[src/rtl/fp_pkg.sv]
// Shared types for the FP issue controller.
// Track entries size the tag for the largest supported DEPTH (8).
package fp_pkg;

    localparam int unsigned FP_TAG_MAX_W = 3;

    typedef enum logic [1:0] {
        IDLE,
        RUN,
        DRAIN
    } fp_ctrl_state_e;

    typedef struct packed {
        logic [FP_TAG_MAX_W-1:0] tag;
        logic [4:0]              rd;
        logic                    fp_wr;
        logic                    int_wr;
    } fp_track_t;

endpackage

[src/rtl/fp_track_fifo.sv]
// In-order tracking FIFO for outstanding FPU operations.
// Pointers carry one extra wrap bit to separate full from empty.
module fp_track_fifo
    import fp_pkg::*;
#(
    parameter int unsigned DEPTH = 4
) (
    input  logic      clk_i,
    input  logic      rst_ni,
    input  logic      clr_i,
    input  logic      push_i,
    input  fp_track_t data_i,
    input  logic      pop_i,
    output fp_track_t data_o,
    output logic      full_o,
    output logic      empty_o
);

    localparam int unsigned PTR_W = $clog2(DEPTH);

    fp_track_t      mem_q [DEPTH];
    logic [PTR_W:0] wptr_q, wptr_d;
    logic [PTR_W:0] rptr_q, rptr_d;
    logic           do_push;

    assign empty_o = (wptr_q == rptr_q);
    assign full_o  = (wptr_q[PTR_W] != rptr_q[PTR_W]) &&
                     (wptr_q[PTR_W-1:0] == rptr_q[PTR_W-1:0]);
    assign data_o  = mem_q[rptr_q[PTR_W-1:0]];
    assign do_push = push_i && !full_o && !clr_i;

    always_comb begin
        wptr_d = wptr_q;
        rptr_d = rptr_q;
        if (clr_i) begin
            wptr_d = '0;
            rptr_d = '0;
        end else begin
            if (do_push)
                wptr_d = wptr_q + (PTR_W+1)'(1);
            if (pop_i && !empty_o)
                rptr_d = rptr_q + (PTR_W+1)'(1);
        end
    end

    always_ff @(posedge clk_i or negedge rst_ni) begin
        if (!rst_ni) begin
            wptr_q <= '0;
            rptr_q <= '0;
            for (int i = 0; i < DEPTH; i++)
                mem_q[i] <= '0;
        end else begin
            wptr_q <= wptr_d;
            rptr_q <= rptr_d;
            if (do_push)
                mem_q[wptr_q[PTR_W-1:0]] <= data_i;
        end
    end

endmodule

[src/rtl/fp_issue_ctrl.sv]
// Issue sequencer between FP decode and the fpnew FPU: hazard
// stalls, tag tracking and in-order result steering.
module fp_issue_ctrl
    import fp_pkg::*;
#(
    parameter  int unsigned DEPTH = 4,
    localparam int unsigned TAG_W = $clog2(DEPTH)
) (
    input  logic             clk_i,
    input  logic             rst_ni,
    input  logic             dec_valid_i,
    output logic             dec_ready_o,
    input  logic [14:0]      dec_rs_i,
    input  logic [2:0]       dec_rs_used_i,
    input  logic [4:0]       dec_rd_i,
    input  logic             dec_fp_wr_i,
    input  logic             dec_int_wr_i,
    output logic             fpu_in_valid_o,
    input  logic             fpu_in_ready_i,
    output logic [TAG_W-1:0] fpu_tag_o,
    input  logic             fpu_out_valid_i,
    output logic             fpu_out_ready_o,
    input  logic [TAG_W-1:0] fpu_tag_i,
    output logic             fp_wb_en_o,
    output logic [4:0]       fp_wb_addr_o,
    output logic             int_wb_req_o,
    input  logic             int_wb_gnt_i,
    output logic [4:0]       int_wb_addr_o,
    input  logic             flush_i,
    output logic             fpu_flush_o,
    output logic             busy_o,
    output logic             tag_err_o
);

    fp_ctrl_state_e   state_q, state_d;
    logic             iss_valid_q, iss_valid_d;
    logic [TAG_W-1:0] iss_tag_q, iss_tag_d;
    logic [TAG_W-1:0] tag_q, tag_d;
    logic [31:0]      busy_q, busy_d;
    logic             err_q, err_d;

    fp_track_t        push_ent, head;
    logic             fifo_full, fifo_empty, pop;
    logic             in_drain, accept, iss_hs, res_live;
    logic             raw, waw, structural;

    assign in_drain = (state_q == DRAIN);

    always_comb begin
        raw = 1'b0;
        for (int k = 0; k < 3; k++)
            if (dec_rs_used_i[k] && busy_q[dec_rs_i[5*k +: 5]])
                raw = 1'b1;
    end

    assign waw        = dec_fp_wr_i && busy_q[dec_rd_i];
    // The issue slot counts as free when it drains this very cycle.
    assign structural = fifo_full || (iss_valid_q && !fpu_in_ready_i);

    assign dec_ready_o = !(raw || waw || structural) && !flush_i && !in_drain;
    assign accept      = dec_valid_i && dec_ready_o;

    assign fpu_in_valid_o = iss_valid_q && !in_drain;
    assign fpu_tag_o      = iss_tag_q;
    assign iss_hs         = fpu_in_valid_o && fpu_in_ready_i;

    assign push_ent.tag    = FP_TAG_MAX_W'(tag_q);
    assign push_ent.rd     = dec_rd_i;
    assign push_ent.fp_wr  = dec_fp_wr_i;
    assign push_ent.int_wr = dec_int_wr_i;

    fp_track_fifo #(
        .DEPTH (DEPTH)
    ) u_fifo (
        .clk_i   (clk_i),
        .rst_ni  (rst_ni),
        .clr_i   (in_drain),
        .push_i  (accept),
        .data_i  (push_ent),
        .pop_i   (pop),
        .data_o  (head),
        .full_o  (fifo_full),
        .empty_o (fifo_empty)
    );

    // Results with nothing tracked (drain, post-flush stragglers) are dropped.
    assign res_live = fpu_out_valid_i && !fifo_empty && !in_drain;

    assign fpu_out_ready_o = fpu_out_valid_i &&
                             (!res_live || head.fp_wr ||
                              !head.int_wr || int_wb_gnt_i);
    assign pop             = res_live && fpu_out_ready_o;

    assign fp_wb_en_o    = pop && head.fp_wr;
    assign fp_wb_addr_o  = fp_wb_en_o ? head.rd : 5'd0;
    assign int_wb_req_o  = res_live && head.int_wr;
    assign int_wb_addr_o = int_wb_req_o ? head.rd : 5'd0;

    assign fpu_flush_o = in_drain;
    assign busy_o      = (state_q != IDLE);
    assign tag_err_o   = err_q;

    always_comb begin
        state_d = state_q;
        unique case (state_q)
            IDLE:    if (accept) state_d = RUN;
            RUN:     if (fifo_empty && !iss_valid_q && !accept)
                         state_d = IDLE;
            DRAIN:   state_d = IDLE;
            default: state_d = IDLE;
        endcase
        if (flush_i)
            state_d = DRAIN;
    end

    always_comb begin
        iss_valid_d = iss_valid_q;
        iss_tag_d   = iss_tag_q;
        tag_d       = tag_q;
        busy_d      = busy_q;
        err_d       = err_q;
        if (res_live && (head.tag != FP_TAG_MAX_W'(fpu_tag_i)))
            err_d = 1'b1;
        if (in_drain) begin
            iss_valid_d = 1'b0;
            busy_d      = '0;
        end else begin
            if (iss_hs)
                iss_valid_d = 1'b0;
            if (accept) begin
                iss_valid_d = 1'b1;
                iss_tag_d   = tag_q;
                tag_d       = tag_q + TAG_W'(1);
            end
            if (fp_wb_en_o)
                busy_d[head.rd] = 1'b0;
            // A new writer of the same register overrides the retiring one.
            if (accept && dec_fp_wr_i)
                busy_d[dec_rd_i] = 1'b1;
        end
    end

    always_ff @(posedge clk_i or negedge rst_ni) begin
        if (!rst_ni) begin
            state_q     <= IDLE;
            iss_valid_q <= 1'b0;
            iss_tag_q   <= '0;
            tag_q       <= '0;
            busy_q      <= '0;
            err_q       <= 1'b0;
        end else begin
            state_q     <= state_d;
            iss_valid_q <= iss_valid_d;
            iss_tag_q   <= iss_tag_d;
            tag_q       <= tag_d;
            busy_q      <= busy_d;
            err_q       <= err_d;
        end
    end

endmodule

[config.mk]
export PLATFORM = sky130hd
export DESIGN_NAME = fp_issue_ctrl
export DESIGN_NICKNAME = d
export VERILOG_FILES = /design/src/rtl/fp_pkg.sv /design/src/rtl/fp_track_fifo.sv /design/src/rtl/fp_issue_ctrl.sv
export SDC_FILE = /design/constraint.sdc
export NUM_CORES = 1
export LEC_CHECK = 0
export ABC_AREA = 1
export BUFFER_PORTS_ARGS = -buffer_cell sky130_fd_sc_hd__buf_2
export CORE_MARGIN = 2
export CORE_UTILIZATION = 50
export DETAILED_ROUTE_END_ITERATION = 8
export PLACE_DENSITY = 0.7
export SLEW_MARGIN = 10
export SYNTH_ARGS = -nofsm -noshare
export SYNTH_HDL_FRONTEND = slang
export SYNTH_HIERARCHICAL = 1
export SYNTH_SLANG_ARGS = --single-unit
[constraint.sdc]
create_clock -name clk_i -period 2.44 [get_ports clk_i]
set_clock_uncertainty 0.1 [all_clocks]
set_input_delay 0.244 -clock clk_i [delete_from_list [all_inputs] [get_ports clk_i]]
set_output_delay 0.244 -clock clk_i [all_outputs]
set_load 0.02 [all_outputs]
==> impl_metrics.prom <==
# TYPE chip_impl_metric gauge
chip_impl_metric{name="synth_warnings",unit=""} 6
chip_impl_metric{name="post-route-period-util",unit="%"} 98.9
chip_impl_metric{name="critPathMaxFanout",unit=""} 6
chip_impl_metric{name="total_power",unit="uW"} 3930
chip_impl_metric{name="fillers",unit=""} 1072
chip_impl_metric{name="setup_violations",unit=""} 0
chip_impl_metric{name="first_pass_grt_wire_length",unit="mm"} 30.4
chip_impl_metric{name="grt_max_degree",unit=""} 51
chip_impl_metric{name="core_region_area",unit="sq um"} 11400
chip_impl_metric{name="worst_hold_path.num_cells",unit=""} 3
chip_impl_metric{name="routed-via-count",unit=""} 6387
chip_impl_metric{name="power-per-cell-area",unit="nW/um^2"} 554
chip_impl_metric{name="first_iter_violations",unit=""} 794
chip_impl_metric{name="drt_drc_violations_left",unit=""} 0
chip_impl_info{name="result_of_the_run",value="finished clean"} 1
chip_impl_metric{name="wl_per_cell",unit="microns"} 17.8
chip_impl_metric{name="clk-insertion-delay-late",unit="ps"} 350
chip_impl_metric{name="proportion_of_synthesized_chip_area_in_sequential_cells",unit="%"} 37.2
chip_impl_metric{name="synth.lib_cells_used.distinct",unit=""} 38
chip_impl_metric{name="floorplan.die.height",unit="microns"} 112
chip_impl_metric{name="worst_slack",unit="ps"} 26.2
chip_impl_metric{name="fin_hold_ws",unit="ps"} 58.7
chip_impl_metric{name="syn_to_final_growth",unit="%"} 22.5
chip_impl_metric{name="grt_antenna_before_repair",unit=""} 0
chip_impl_info{name="rr_startpoint",value="u_fifo/rptr_q[0]"} 1
chip_impl_metric{name="vdd_ir_max",unit="uV"} 475
chip_impl_metric{name="slew_violations",unit=""} 0
chip_impl_info{name="worst_hold_startpoint",value="dec_int_wr_i"} 1
chip_impl_metric{name="slew-limit-headroom",unit="%"} 66.4
chip_impl_metric{name="maxClockFrequency",unit="MHz"} 414
chip_impl_metric{name="postLayoutCellArea",unit="sq um"} 7090
chip_impl_metric{name="gr-total-overflow",unit=""} 0
chip_impl_metric{name="cts-root-to-sink-buffers",unit=""} 2
chip_impl_metric{name="number_of_global_route_vias_before_repair",unit=""} 5556
chip_impl_metric{name="boundaryPins",unit=""} 54
chip_impl_metric{name="timing.critical_path.required",unit="ps"} 2630
chip_impl_metric{name="postRouteWirelength",unit="mm"} 19.6
chip_impl_metric{name="syn-cell-area",unit="sq um"} 5790
chip_impl_metric{name="die_w",unit="microns"} 112
chip_impl_metric{name="cts_max_level",unit=""} 3
chip_impl_info{name="worst_r2r_endpoint",value="u_fifo/mem_q[30]"} 1
chip_impl_metric{name="gr-usage-all-layers",unit="%"} 31.1
chip_impl_metric{name="synth_edf_count",unit=""} 0
chip_impl_info{name="critical_path.endpoint_type",value="register"} 1
chip_impl_metric{name="detailed_place.area",unit="sq um"} 6370
chip_impl_metric{name="place_congestion",unit=""} 0.970
chip_impl_metric{name="antennaDiodeCount",unit=""} 0
chip_impl_metric{name="sink_count_of_the_clock_tree",unit=""} 86
chip_impl_metric{name="die_area",unit="sq um"} 12500
chip_impl_metric{name="path_clk_slew",unit="ps"} 70
chip_impl_metric{name="initial_core_util",unit="%"} 50.9
chip_impl_metric{name="postSynth.asyncResetShare",unit="%"} 100
chip_impl_info{name="min_path_type",value="input port to register"} 1
chip_impl_metric{name="vias_per_cell",unit=""} 5.79
chip_impl_metric{name="gate_count_post_synth",unit=""} 861
chip_impl_metric{name="p_leak",unit="uW"} 0.00344
chip_impl_metric{name="average_cell_area_after_synthesis",unit="sq um"} 6.72
chip_impl_info{name="clk_root_buffer_cell",value="sky130_fd_sc_hd__clkbuf_16"} 1
chip_impl_info{name="startpoint",value="u_fifo/rptr_q[0]"} 1
chip_impl_metric{name="tritoncts.num_buffers",unit=""} 9
chip_impl_metric{name="first_pass_iters",unit=""} 8
chip_impl_metric{name="period_minus_slack",unit="ps"} 2410
chip_impl_metric{name="finish.net_count",unit=""} 994
chip_impl_metric{name="placementRows",unit=""} 39
chip_impl_metric{name="reg2reg_depth",unit=""} 15
chip_impl_metric{name="dpl_worst_slack",unit="ps"} -188
chip_impl_metric{name="drv_cap",unit=""} 0
chip_impl_info{name="setup.worst_path.start_class",value="register"} 1
chip_impl_metric{name="post-dp-hpwl",unit="mm"} 13.1
chip_impl_metric{name="port_buffers",unit=""} 53
chip_impl_info{name="synth_top_flop_cell",value="sky130_fd_sc_hd__dfrtp_1"} 1
chip_impl_metric{name="r2r_slack",unit="ps"} 30
chip_impl_info{name="critical_path_class",value="register to register"} 1
chip_impl_metric{name="tightestPinTransition",unit="ps"} 503
chip_impl_metric{name="ys_ff_latch",unit=""} 86
chip_impl_metric{name="ratio_of_cells_with_drive_above_1_in_the_final_layout",unit="%"} 19.3
chip_impl_metric{name="final_hold_viol_count",unit=""} 0
chip_impl_info{name="cts_tree",value="done"} 1
chip_impl_info{name="min_to",value="u_fifo/mem_q[20]"} 1
chip_impl_metric{name="drt.antenna.violating_nets",unit=""} 0
chip_impl_metric{name="final.setup.tns",unit="ps"} 0
chip_impl_metric{name="arrival_time_worst_endpoint",unit="ps"} 2600
[placed cells by master, fill, tap and decap left out, types with 3 or more instances in the layout]
cell type / Yosys / final
sky130_fd_sc_hd__nor2_1: 70 / 64
sky130_fd_sc_hd__nand4_1: 39 / 39
sky130_fd_sc_hd__clkbuf_16: 0 / 9
sky130_fd_sc_hd__a21oi_1: 36 / 36
sky130_fd_sc_hd__ha_1: 5 / 5
sky130_fd_sc_hd__nor3_1: 9 / 8
sky130_fd_sc_hd__inv_2: 8 / 9
sky130_fd_sc_hd__buf_4: 5 / 53
sky130_fd_sc_hd__nand3_1: 103 / 102
sky130_fd_sc_hd__dlygate4sd3_1: 0 / 3
sky130_fd_sc_hd__nand4_4: 0 / 3
sky130_fd_sc_hd__nor2_4: 4 / 8
sky130_fd_sc_hd__o22ai_1: 10 / 10
sky130_fd_sc_hd__nand2_1: 313 / 312
sky130_fd_sc_hd__xor2_1: 3 / 3
sky130_fd_sc_hd__nor2_2: 2 / 4
sky130_fd_sc_hd__buf_6: 9 / 5
sky130_fd_sc_hd__buf_2: 12 / 47
sky130_fd_sc_hd__o21ai_1: 4 / 4
sky130_fd_sc_hd__dfrtp_2: 0 / 8
sky130_fd_sc_hd__dfrtp_1: 86 / 78
sky130_fd_sc_hd__conb_1: 1 / 4
sky130_fd_sc_hd__buf_12: 0 / 7
sky130_fd_sc_hd__inv_1: 48 / 44
sky130_fd_sc_hd__o21ai_0: 55 / 55
sky130_fd_sc_hd__nand3_2: 2 / 3
[critical path, stage by stage (launching register included)]
cell and delay [ps]:
sky130_fd_sc_hd__dfrtp_1 430, sky130_fd_sc_hd__inv_2 60, sky130_fd_sc_hd__nand2_1 80, sky130_fd_sc_hd__nand2_2 70, sky130_fd_sc_hd__nand3_4 80, sky130_fd_sc_hd__inv_1 60
sky130_fd_sc_hd__nor4_4 340, sky130_fd_sc_hd__nand3_2 170, sky130_fd_sc_hd__nor2_8 150, sky130_fd_sc_hd__nand2_4 80, sky130_fd_sc_hd__inv_8 100, sky130_fd_sc_hd__nand3_4 140
sky130_fd_sc_hd__nor2_4 160, sky130_fd_sc_hd__clkbuf_2 190, sky130_fd_sc_hd__nand2_1 70, sky130_fd_sc_hd__nand2_1 70
[cells by family (layout without fill, tap and decap cells)]
kind of cell             Yosys count  after routing  synth area share [%]
AND/OR/NAND/NOR                  558            558                  43.0
AO/OA/AOI/OAI                    109            109                  9.77
buffers and inverters             97            193                  8.17
flip-flops                        86             86                  37.2
adder cells (fa/ha/maj)            5              5                  1.08
XOR/XNOR                           5              5                 0.757
other                              1              4                0.0648
[stage by stage]
step / instances / util [%]
after floorplan: 864 / -
after global routing: 1103 / 62.4
final: 1103 / 62.4
after global placement: 1062 / 56.1
after detailed placement: 1062 / 56.1
after CTS: 1088 / 60.4
[power breakdown]
part	switching [uW]	internal [uW]
registers	102	1540
logic	559	270
clock network	626	838
total	1290	2640
[routing by layer]
layer / track usage [%] / up-vias / wire (microns)
met5: 0 / - / 0
met4: 10.9 / 0 / 670
met3: 8.38 / 59 / 2370
met2: 42.5 / 388 / 8000
met1: 47.1 / 2911 / 8570
li1: - / 3029 / -
[Yosys cell counts, types with 3 or more instances]
master,instances,area (sq um)
sky130_fd_sc_hd__nand2_1,313,1170
sky130_fd_sc_hd__nand3_1,103,515
sky130_fd_sc_hd__dfrtp_1,86,2150
sky130_fd_sc_hd__nor2_1,70,263
sky130_fd_sc_hd__o21ai_0,55,275
sky130_fd_sc_hd__inv_1,48,180
sky130_fd_sc_hd__nand4_1,39,244
sky130_fd_sc_hd__a21oi_1,36,180
sky130_fd_sc_hd__buf_2,12,60.1
sky130_fd_sc_hd__clkbuf_1,11,41.3
sky130_fd_sc_hd__o22ai_1,10,62.6
sky130_fd_sc_hd__buf_6,9,101
sky130_fd_sc_hd__nor3_1,9,45.0
sky130_fd_sc_hd__inv_2,8,30.0
sky130_fd_sc_hd__buf_4,5,37.5
sky130_fd_sc_hd__ha_1,5,62.6
sky130_fd_sc_hd__nand4_2,4,50.1
sky130_fd_sc_hd__nor2_4,4,45.0
sky130_fd_sc_hd__o21ai_1,4,20.0
sky130_fd_sc_hd__xor2_1,3,26.3
[final cells by class]
type,count,area (sq um),area share (%)
Multi-Input combinational cell,681,3280,46.3
Sequential cell,86,2160,30.5
Timing Repair Buffer,118,905,12.8
Inverter,59,244,3.44
Clock buffer,10,239,3.37
Tap cell,143,179,2.52
Clock inverter,6,80.1,1.13
[timing repair]
action,in CTS,in global routing
hold buffers,3,0
resized for setup,14,37
endpoints found under the hold margin,38,0
pin swaps,3,7
endpoints found under the setup margin,69,49
cloned,1,0
buffers inserted,6,15
[state kept, by name, indices dropped and copies added, names as in the netlist]
signal	cells
busy_q	32
fpu_tag_o	2
iss_valid_q	1
u_fifo/mem_q	40
u_fifo/wptr_q	3
u_fifo/rptr_q	3
state_q	2
tag_q	2
tag_err_o	1
[worst max path at each step]
stage	endpoint	slack, ps
floorplan	busy_q[13]	20
global placement	u_fifo/mem_q[4]	-70
detailed placement	u_fifo/mem_q[23]	-190
CTS	fp_wb_addr_o[2]	7
global route	u_fifo/mem_q[37]	-50
finish	u_fifo/mem_q[30]	30
No activity file was read; power rests on OpenSTA's default activity.
